==> src/rtl/bus_arbiter_if.sv <==
// ---------------------------------------------------------------------------
// bus_arbiter_if
//   Groups the request, split and grant signals shared between the bus
//   masters / slave-split logic and the two-master bus arbiter.
//
//   Signals
//     m1_request        master 1 wants the bus (held for the whole transaction)
//     m2_request        master 2 wants the bus
//     slave_split       1-cycle pulse: addressed slave splits the transaction
//     slave_split_done  1-cycle pulse: split slave is ready to complete
//     m1_grant          master 1 owns the bus
//     m2_grant          master 2 owns the bus
//     bus_busy          either grant is high
//     bus_owner         0 none, 1 master 1, 2 master 2
//     split_pending     a split transaction is outstanding
//     timeout_evt       1-cycle pulse when a grant is revoked by timeout
//
//   Modports
//     master  the requesting side (masters plus slave split signalling):
//             drives requests and split pulses, observes grants/status
//     slave   the arbiter itself: observes requests, drives grants/status
// ---------------------------------------------------------------------------
interface bus_arbiter_if;
    logic       m1_request;
    logic       m2_request;
    logic       slave_split;
    logic       slave_split_done;
    logic       m1_grant;
    logic       m2_grant;
    logic       bus_busy;
    logic [1:0] bus_owner;
    logic       split_pending;
    logic       timeout_evt;

    modport master (
        output m1_request,
        output m2_request,
        output slave_split,
        output slave_split_done,
        input  m1_grant,
        input  m2_grant,
        input  bus_busy,
        input  bus_owner,
        input  split_pending,
        input  timeout_evt
    );

    modport slave (
        input  m1_request,
        input  m2_request,
        input  slave_split,
        input  slave_split_done,
        output m1_grant,
        output m2_grant,
        output bus_busy,
        output bus_owner,
        output split_pending,
        output timeout_evt
    );
endinterface

==> src/rtl/bus_arbiter.sv <==
// ---------------------------------------------------------------------------
// bus_arbiter
//   Two-master arbiter for the shared serial bus. Grants one master at a time
//   with round-robin tie-break, revokes a grant after TIMEOUT cycles when the
//   other eligible master is waiting, and parks a master whose transaction
//   was split by the slave until the slave reports split completion.
//
//   Parameters
//     TIMEOUT  max grant cycles for the owner while the other eligible master
//              is requesting (>= 2)
//     CNT_W    hold-counter width, must be able to hold TIMEOUT-1
//
//   Ports
//     clk    system clock, rising edge
//     reset  asynchronous, active-low reset
//     bus    bus_arbiter_if.slave: requests / split pulses in,
//            grants, bus_busy, bus_owner, split_pending, timeout_evt out
//
//   All outputs come straight from flops. There is always at least one IDLE
//   cycle between two owners (bus turnaround).
// ---------------------------------------------------------------------------
module bus_arbiter #(
    parameter int TIMEOUT = 16,
    parameter int CNT_W   = 5
) (
    input  logic         clk,
    input  logic         reset,
    bus_arbiter_if.slave bus
);

    typedef enum logic [1:0] {
        IDLE = 2'd0,
        GNT1 = 2'd1,
        GNT2 = 2'd2
    } state_t;

    localparam logic [CNT_W-1:0] CNT_MAX = CNT_W'(TIMEOUT - 1);

    // Master identifiers are kept as one bit internally: 0 = m1, 1 = m2.
    state_t           state_reg;
    logic [CNT_W-1:0] hold_cnt_reg;
    logic             last_owner_reg;
    logic             split_pending_reg;
    logic             split_master_reg;
    logic             split_return_reg;    // pending split was cleared last cycle
    logic             return_master_reg;   // master whose split was cleared
    logic             m1_grant_reg;
    logic             m2_grant_reg;
    logic             bus_busy_reg;
    logic [1:0]       bus_owner_reg;
    logic             timeout_evt_reg;

    // -----------------------------------------------------------------------
    // Eligibility: a master parked by an outstanding split is not eligible.
    // -----------------------------------------------------------------------
    logic m1_elig;
    logic m2_elig;

    assign m1_elig = bus.m1_request & ~(split_pending_reg & ~split_master_reg);
    assign m2_elig = bus.m2_request & ~(split_pending_reg &  split_master_reg);

    // -----------------------------------------------------------------------
    // IDLE arbitration. A master returning from a split (pending cleared this
    // or the previous cycle) beats round-robin when it is eligible; otherwise
    // the master that did not own the bus last wins a tie.
    // -----------------------------------------------------------------------
    logic done_clears;
    logic ret_valid;
    logic ret_master;
    logic ret_elig;
    logic pick_m2;
    logic grant_m1;
    logic grant_m2;

    assign done_clears = bus.slave_split_done & split_pending_reg;
    assign ret_valid   = split_return_reg | done_clears;
    assign ret_master  = split_return_reg ? return_master_reg : split_master_reg;
    assign ret_elig    = ret_master ? m2_elig : m1_elig;
    assign pick_m2     = (ret_valid & ret_elig) ? ret_master : ~last_owner_reg;
    assign grant_m1    = m1_elig & (~m2_elig | ~pick_m2);
    assign grant_m2    = m2_elig & ~grant_m1;

    // -----------------------------------------------------------------------
    // Owner-side exit conditions while in GNT1/GNT2.
    // A split is accepted only when none is outstanding, or when the
    // outstanding one completes in the same cycle (one split in flight max).
    // -----------------------------------------------------------------------
    logic in_grant;
    logic owner_is_m2;
    logic own_req;
    logic other_elig;
    logic split_accept;
    logic at_limit;
    logic grant_end;
    logic timed_out;

    assign in_grant     = (state_reg == GNT1) | (state_reg == GNT2);
    assign owner_is_m2  = (state_reg == GNT2);
    assign own_req      = owner_is_m2 ? bus.m2_request : bus.m1_request;
    assign other_elig   = owner_is_m2 ? m1_elig : m2_elig;
    assign split_accept = bus.slave_split & (~split_pending_reg | bus.slave_split_done);
    assign at_limit     = (hold_cnt_reg == CNT_MAX);
    // Exit priority: split, then request drop, then timeout.
    assign grant_end    = split_accept | ~own_req | (at_limit & other_elig);
    assign timed_out    = ~split_accept & own_req & at_limit & other_elig;

    // -----------------------------------------------------------------------
    // FSM with registered outputs
    // -----------------------------------------------------------------------
    always_ff @(posedge clk or negedge reset) begin
        if (!reset) begin
            state_reg         <= IDLE;
            hold_cnt_reg      <= '0;
            last_owner_reg    <= 1'b1;     // m2 "owned last" so m1 wins the first tie
            split_pending_reg <= 1'b0;
            split_master_reg  <= 1'b0;
            split_return_reg  <= 1'b0;
            return_master_reg <= 1'b0;
            m1_grant_reg      <= 1'b0;
            m2_grant_reg      <= 1'b0;
            bus_busy_reg      <= 1'b0;
            bus_owner_reg     <= 2'd0;
            timeout_evt_reg   <= 1'b0;
        end else begin
            timeout_evt_reg   <= 1'b0;
            split_return_reg  <= done_clears;
            return_master_reg <= split_master_reg;

            // Split bookkeeping. A new split recorded in the same cycle as a
            // completion keeps pending set and retargets it to the new master.
            if (in_grant && split_accept) begin
                split_pending_reg <= 1'b1;
                split_master_reg  <= owner_is_m2;
            end else if (done_clears) begin
                split_pending_reg <= 1'b0;
            end

            case (state_reg)
                IDLE: begin
                    hold_cnt_reg <= '0;
                    if (grant_m1) begin
                        state_reg      <= GNT1;
                        last_owner_reg <= 1'b0;
                        m1_grant_reg   <= 1'b1;
                        m2_grant_reg   <= 1'b0;
                        bus_busy_reg   <= 1'b1;
                        bus_owner_reg  <= 2'd1;
                    end else if (grant_m2) begin
                        state_reg      <= GNT2;
                        last_owner_reg <= 1'b1;
                        m1_grant_reg   <= 1'b0;
                        m2_grant_reg   <= 1'b1;
                        bus_busy_reg   <= 1'b1;
                        bus_owner_reg  <= 2'd2;
                    end else begin
                        state_reg      <= IDLE;
                        m1_grant_reg   <= 1'b0;
                        m2_grant_reg   <= 1'b0;
                        bus_busy_reg   <= 1'b0;
                        bus_owner_reg  <= 2'd0;
                    end
                end

                GNT1, GNT2: begin
                    if (grant_end) begin
                        state_reg       <= IDLE;
                        hold_cnt_reg    <= '0;
                        m1_grant_reg    <= 1'b0;
                        m2_grant_reg    <= 1'b0;
                        bus_busy_reg    <= 1'b0;
                        bus_owner_reg   <= 2'd0;
                        timeout_evt_reg <= timed_out;
                    end else if (!at_limit) begin
                        // Saturates at TIMEOUT-1 so a lone owner never wraps
                        // and times out the moment the other master shows up.
                        hold_cnt_reg <= hold_cnt_reg + 1'b1;
                    end
                end

                default: begin
                    state_reg     <= IDLE;
                    hold_cnt_reg  <= '0;
                    m1_grant_reg  <= 1'b0;
                    m2_grant_reg  <= 1'b0;
                    bus_busy_reg  <= 1'b0;
                    bus_owner_reg <= 2'd0;
                end
            endcase
        end
    end

    assign bus.m1_grant      = m1_grant_reg;
    assign bus.m2_grant      = m2_grant_reg;
    assign bus.bus_busy      = bus_busy_reg;
    assign bus.bus_owner     = bus_owner_reg;
    assign bus.split_pending = split_pending_reg;
    assign bus.timeout_evt   = timeout_evt_reg;

endmodule
==> src/flat_wrapper.sv <==
// flat-port wrapper written by rule: the top's interface ports become plain ports
module bus_arbiter_flat 
#(
    parameter int TIMEOUT = 16,
    parameter int CNT_W   = 5
)
  (clk, reset, bus_m1_request, bus_m2_request, bus_slave_split, bus_slave_split_done, bus_m1_grant, bus_m2_grant, bus_bus_busy, bus_bus_owner, bus_split_pending, bus_timeout_evt);
  bus_arbiter_if bus_i ();
  input  logic clk;
  input  logic reset;
  input wire logic [$bits(bus_i.m1_request)-1:0] bus_m1_request;
  input wire logic [$bits(bus_i.m2_request)-1:0] bus_m2_request;
  input wire logic [$bits(bus_i.slave_split)-1:0] bus_slave_split;
  input wire logic [$bits(bus_i.slave_split_done)-1:0] bus_slave_split_done;
  output wire logic [$bits(bus_i.m1_grant)-1:0] bus_m1_grant;
  output wire logic [$bits(bus_i.m2_grant)-1:0] bus_m2_grant;
  output wire logic [$bits(bus_i.bus_busy)-1:0] bus_bus_busy;
  output wire logic [$bits(bus_i.bus_owner)-1:0] bus_bus_owner;
  output wire logic [$bits(bus_i.split_pending)-1:0] bus_split_pending;
  output wire logic [$bits(bus_i.timeout_evt)-1:0] bus_timeout_evt;
  assign bus_i.m1_request = bus_m1_request;
  assign bus_i.m2_request = bus_m2_request;
  assign bus_i.slave_split = bus_slave_split;
  assign bus_i.slave_split_done = bus_slave_split_done;
  assign bus_m1_grant = bus_i.m1_grant;
  assign bus_m2_grant = bus_i.m2_grant;
  assign bus_bus_busy = bus_i.bus_busy;
  assign bus_bus_owner = bus_i.bus_owner;
  assign bus_split_pending = bus_i.split_pending;
  assign bus_timeout_evt = bus_i.timeout_evt;
  bus_arbiter #(.TIMEOUT(TIMEOUT), .CNT_W(CNT_W)) u_core (.clk(clk), .reset(reset), .bus(bus_i));
endmodule
==> config.mk <==
export PLATFORM = sky130hd
export DESIGN_NAME = bus_arbiter_flat
export DESIGN_NICKNAME = d
export VERILOG_FILES = /design/src/rtl/bus_arbiter_if.sv /design/src/rtl/bus_arbiter.sv /design/src/flat_wrapper.sv
export SDC_FILE = /design/constraint.sdc
export NUM_CORES = 1
export LEC_CHECK = 0
export BUFFER_PORTS_ARGS = -buffer_cell sky130_fd_sc_hd__buf_2
export CAP_MARGIN = 0
export CORE_MARGIN = 8
export CORE_UTILIZATION = 40
export DETAILED_ROUTE_END_ITERATION = 10
export SLEW_MARGIN = 20
export SYNTH_ARGS = -nofsm -noshare
export SYNTH_HDL_FRONTEND = slang
export SYNTH_SLANG_ARGS = --single-unit
==> constraint.sdc <==
create_clock -name clk -period 2.3 [get_ports clk]
set_input_delay 0.115 -clock clk [delete_from_list [all_inputs] [get_ports clk]]
set_output_delay 0.115 -clock clk [all_outputs]
set_load 0.02 [all_outputs]
==> qor.csv, run 1 <==
metric,value,unit
min_period,1790,ps
synth.avg_cell_area,10.7,µm²
diodes,0,
place_congestion,0.793,
ys_warn_count,0,
critical_path.endpoint_type,flop,
clk_path_buf_depth,2,
avgRoutedWirePerCell,12.0,µm
numCtsBuffers,3,
hold_class,in2reg,
p_leak,0.445,nW
portBuffers,12,
tns,0,ps
ys_seq_area_share,45.5,%
die_area,3590,µm²
die_h,59.9,µm
ys_seq_elements,14,
cts-htree-levels,1,
hp-start,bus_slave_split_done,
postRouteAntennaNets,0,
start_util,41.0,%
ff2ff_path_depth,6,
hpwl,1.05,mm
max-vdd-ir-drop,0.000457,V
slew_headroom,72.0,%
r2r-start,u_core.hold_cnt_reg[0],
dr.pass1.iters,2,
die_w,59.9,µm
slew_violations,0,
synth_edf_count,0,
vias,525,
clock_latency,270,ps
grt_pass1_vias,538,
syn2layout_area_growth,14.3,%
fin_skew,1.15,ps
crit_start,u_core.hold_cnt_reg[0],
post_dp_cell_area,836,µm²
start_kind,flop,
grt_max_degree,15,
rsz0062_at_grt,no,
p_per_area,1110,nW/µm²
drt-total-wl,1.35,mm
tightestPinTransition,416,ps
timing_hold_violations_final,0,
ctsHoldBuffers,1,
synth_ff_type,dfrtp_1,
finalNetCount,96,
grt_pass1_wl,2.34,mm
fin_total_pwr,0.000980,W
clock_sinks,14,
worstPathMaxFanout,8,
io-pin-count,13,
fin_area,882,µm²
outcome,"finished, final reports clean",
setup_viol,0,
utilization,46.9,%
crit_required,2460,ps
cp.arrival,1950,ps
cts_tree,yes,
synth.distinct_cells,30,
drt-initial-drc-count,6,
setup.worst_path.end,u_core.state_reg[0],
r2r-end,u_core.state_reg[0],
min_period_over_period,77.9,%
post-cts-setup-buffers,0,
syn_nets,82,
grt_overflow,0,
largest_reg_flops,5,
core-area,1880,µm²
rows,16,
max_cap_violations,0,
hold_slack,87.8,ps
drc_errors,0,
antenna_found_initial,0,
critPathKind,reg2reg,
cts.repair.resized,0,
grtUsageTotal,8.60,%
fmax,0.558,GHz
cts-root-buf,clkbuf_4,
syn-cell-area,772,µm²
avgViaCountPerCell,4.69,
rrSetupSlack,510,ps
clk_pin_slew,80,ps
syn_inst,72,
drive_above_1_share,28.2,%
async_flop_share,100,%
==> cells by family after synthesis <==
family / count (synthesis) / synth area share (%)
adders and majority gates: 4 / 6.48
buffers and inverters: 10 / 6.81
and+or+nand+nor: 23 / 15.9
DFF: 14 / 45.5
muxes: 7 / 10.9
AOI/OAI and AO/OA: 10 / 9.89
xor gates and xnor gates: 4 / 4.54
==> critical path, stage by stage (launching register included) <==
cell      delay, ps
dfrtp_1         390
ha_1            180
and3_1          170
ha_1            320
o211ai_2        170
nand2b_4        160
mux2_4          300
==> power breakdown <==
group	internal (W)	leakage (nW)	total, W	switching [W]
sequential	0.000319	0.185	0.000375	0.0000556
clock	0.0000961	0.0210	0.000172	0.0000762
combinational	0.000192	0.240	0.000434	0.000241
total	0.000607	0.445	0.000980	0.000373
==> cells in the final DEF (no fill, tap or decap), drive strengths merged, types with 2 or more instances in the layout <==
cell	n
buf	12
o211ai	3
dfrtp	13
nand2b	2
nor2b	2
ha	4
a21oi	3
nor2	10
clkbuf	4
xnor2	2
mux2	5
inv	6
nand2	3
mux2i	2
nand4b	2
xor2	2
==> routing by layer <==
layer	track usage (%)	share of wire, %	vias to the layer above
li1	-	-	272
met1	10.8	50	245
met2	13.7	47	8
met3	2.15	3.9	0
met4	3.06	0	0
met5	0	0	-
==> worst min-delay path by stage <==
| stage | endpoint | slack, ps | cells past startpoint |
|---|---|---|---|
| after floorplan | u_core.bus.bus_busy | -180 | 0 |
| after global placement | u_core.bus.split_pending | 30 | 1 |
| after detailed placement | u_core.bus.split_pending | 30 | 1 |
| after CTS | u_core.bus.split_pending | 80 | 2 |
| after global routing | u_core.bus.split_pending | 100 | 2 |
| final | u_core.bus.split_pending | 90 | 2 |
==> synthesized netlist by cell type, drive strengths merged (3+ instances only) <==
cell | n | share of area (%)
dfrtp | 13 | 42
nor2 | 10 | 4.9
inv | 6 | 2.9
mux2 | 5 | 8.3
ha | 4 | 6.5
a21oi | 3 | 1.9
buf | 3 | 3.4
nand2 | 3 | 1.5
o211ai | 3 | 4.2
==> per-stage QoR <==
stage	setup WS [ps]	instances
6_report	507	112
3_3_place_gp	548	107
3_5_place_dp	510	107
5_1_grt	400	112
4_1_cts	499	112
2_1_floorplan	442	72
==> layout make-up <==
class	count	area [µm²]
Fill cell	195	1000
Inverter	6	22.5
Timing Repair Buffer	13	70.1
Clock buffer	4	36.3
Multi-Input combinational cell	48	368
Sequential cell	14	352
Tap cell	27	33.8
(Power assumes the default switching activity.)
==> run 2: changes to the inputs <==
--- a/config.mk
+++ b/config.mk
@@ -5,6 +5,7 @@
 export SDC_FILE = /design/constraint.sdc
 export NUM_CORES = 1
 export LEC_CHECK = 0
+export ABC_AREA = 1
 export BUFFER_PORTS_ARGS = -buffer_cell sky130_fd_sc_hd__buf_2
 export CAP_MARGIN = 0
 export CORE_MARGIN = 8
==> constraint.sdc (replaced) <==
create_clock -name clk -period 1.8 [get_ports clk]
set_input_delay 0.09 -clock clk [delete_from_list [all_inputs] [get_ports clk]]
set_output_delay 0.09 -clock clk [all_outputs]
set_load 0.02 [all_outputs]
==> run 2 against run 1 <==
  * Clock skew increased by 1.9 ps
  * Utilization increased by 1.0 points
  * Non-clock buffer count unchanged
  * First-iteration DRC count decreased by 33%
  * Register-to-register slack got worse by 340 ps
  * Setup slack got worse by 340 ps
  * Largest power group unchanged
==> qor.csv, run 2 <==
metric,value,unit,change
synth.avg_cell_area,8.40,µm²,-22%
grtUsageTotal,8.92,%,+0.32 points
p_per_area,1410,nW/µm²,+26%
antenna_found_initial,0,,unchanged
tightestPinTransition,314,ps,-102 ps
hold_class,in2reg,,
synth_common_cells,"17 x nand2_1, 16 x inv_1, 13 x dfrtp_1",,
slew_violations,0,,unchanged
finalNetCount,118,,+23%
outcome,"finished, final reports clean",,
fillers,202,,+3.6%
multi_input_area,349,µm²,-5.1%
ff_latch_area,352,µm²,unchanged
place_congestion,0.741,,-6.6%
hold_slack,45.2,ps,-42.5 ps
ys_seq_elements,14,,unchanged
critical_path.endpoint_type,flop,,
dr.pass1.iters,4,,+2
die_area,3600,µm²,+0.12%
numCtsBuffers,3,,unchanged
start_util,41.1,%,+0.067 points
async_flop_share,100,%,unchanged
synth_ff_type,dfrtp_1,,
yosysMostFrequentCell,nand2_1,,
synth_edf_count,0,,unchanged
cts-root-buf,clkbuf_4,,
synth_top_cell_by_area,dfrtp_1,,
syn_nets,102,,+24%
cts-htree-levels,1,,unchanged
clock_sinks,14,,unchanged
synth_compound_area_share,5.02,%,-4.9 points
slew_headroom,79.1,%,+7.1 points
cts_tree,yes,,
fin_area,901,µm²,+2.1%
synth_top_family_by_area,simple AND/OR/NAND/NOR gates,,
synth_xor_area_share,2.27,%,-2.3 points
core-area,1880,µm²,unchanged
avgViaCountPerCell,4.26,,-9.1%
syn2layout_area_growth,16.5,%,
grt_pass1_vias,562,,+4.5%
drt-total-wl,1.36,mm,+0.89%
crit_required,1980,ps,-480 ps
start_kind,flop,,
synth_area_leaders,"dfrtp_1 42%, nand2_1 8.3%, inv_1 7.8%",,
fin_ws,163,ps,-344 ps
drc_errors,0,,unchanged
ys_warn_count,0,,unchanged
io-pin-count,13,,unchanged
grt_pass1_wl,2.36,mm,+0.86%
synth_top_cell_area_share,42.1,%,-0.068 points
min_period_over_period,90.9,%,+13 points
cp.arrival,1820,ps,-130 ps
post_dp_cell_area,852,µm²,+1.9%
drt-initial-drc-count,4,,-2
max_cap_violations,0,,unchanged
synthMuxAreaShare,0,%,-11 points
diodes,0,,unchanged
fmax,0.611,GHz,+9.5%
rows,16,,unchanged
clk_pin_slew,90,ps,about the same
vias,571,,+8.8%
post-cts-setup-buffers,0,,unchanged
portBuffers,12,,unchanged
die_h,60.0,µm,about the same
critPathKind,reg2reg,,
utilization,47.9,%,+1.0 points
max-vdd-ir-drop,0.000771,V,+69%
synth-simple-area-share,31.1,%,+15 points
clk_path_buf_depth,2,,unchanged
min_period,1640,ps,-156 ps
ys_seq_area_share,45.5,%,-0.074 points
grt_max_degree,15,,unchanged
largest_reg_flops,5,,unchanged
synth.distinct_cells,20,,-33%
pre_cts_ws,137,ps,-373 ps
fin_skew,3.02,ps,+1.87 ps
final_cell_mix,"17 x nand2_1, 16 x inv_1, 13 x dfrtp_1",,
layout_commonest_cell,nand2_1,,
drive_above_1_share,27.1,%,-1.1 points
timing_hold_violations_final,0,,unchanged
postRouteAntennaNets,0,,unchanged
grt_overflow,0,,unchanged
syn-cell-area,773,µm²,+0.16%
tns,0,ps,unchanged
die_w,60.0,µm,about the same
setup_viol,0,,unchanged
p_leak,0.476,nW,+7.0%
hpwl,1.07,mm,+1.5%
worstPathMaxFanout,6,,-2
clock_latency,280,ps,about the same
avgRoutedWirePerCell,10.1,µm,-16%
synthAdderAreaFrac,6.47,%,-0.010 points
rsz0062_at_grt,no,,
syn_inst,92,,+28%
-- run 2: cell families after synthesis --
logic type | Yosys count
buffers and inverters | 18
adder cells (fa/ha/maj) | 4
AND/OR/NAND/NOR | 47
flip-flops | 14
AO/OA/AOI/OAI | 7
XOR/XNOR | 2
-- run 2: final timing paths --
path / startpoint / to / slack (ps) / cells after the start
setup / recovery: u_core.hold_cnt_reg[0] / u_core.hold_cnt_reg[3] / 160 / 7
hold / removal: bus_slave_split_done / u_core.split_return_reg / 50 / 3
setup reg to reg: u_core.hold_cnt_reg[0] / u_core.hold_cnt_reg[3] / 160 / 7
hold reg to reg: u_core.split_master_reg / u_core.return_master_reg / 430 / 0
max in group asynchronous: reset / u_core.last_owner_reg / 1290 / 2
min in group asynchronous: reset / u_core.state_reg[1] / 230 / 2
-- run 2: metrics by stage --
| stage | std cells | total power [W] |
|---|---|---|
| detailed placement | 129 | 0.00105 |
| global placement | 129 | 0.00105 |
| floorplan | 92 | 0.000927 |
| finish | 134 | 0.00127 |
| global route | 134 | 0.00137 |
| CTS | 134 | 0.00128 |
-- run 2: worst max-delay path: stages (launching register included) --
cell	delay (ps)
dfrtp_1	400
ha_1	220
and3_1	180
ha_1	280
nor2_2	170
nand3_1	100
xor2_1	140
nor2_1	50
-- run 2: layout make-up --
class / count / area share, %
timing repair buffer: 13 / 7.78
tap: 27 / 3.75
sequential: 14 / 39.0
inverter: 16 / 6.67
multi-input combinational: 60 / 38.8
clock buffer: 4 / 4.03
-- run 2: repair_timing --
action | CTS | global route
hold buffers | 1 | 0
endpoints found under the setup margin | 0 | 1
resized for setup | 0 | 1
hold endpoints to repair | 14 | 0
-- run 2: power by group --
group          leakage [nW]  switching [W]  internal [W]
clock network        0.0210       0.000105      0.000123
registers             0.185      0.0000653      0.000409
logic                 0.271       0.000373      0.000192
-- run 2: layer usage --
layer,track usage [%],up-vias,wire (µm)
li1,-,310,-
met1,11.2,246,672
met2,12.5,10,603
met3,3.01,5,47
met4,6.12,0,35
met5,0,-,0
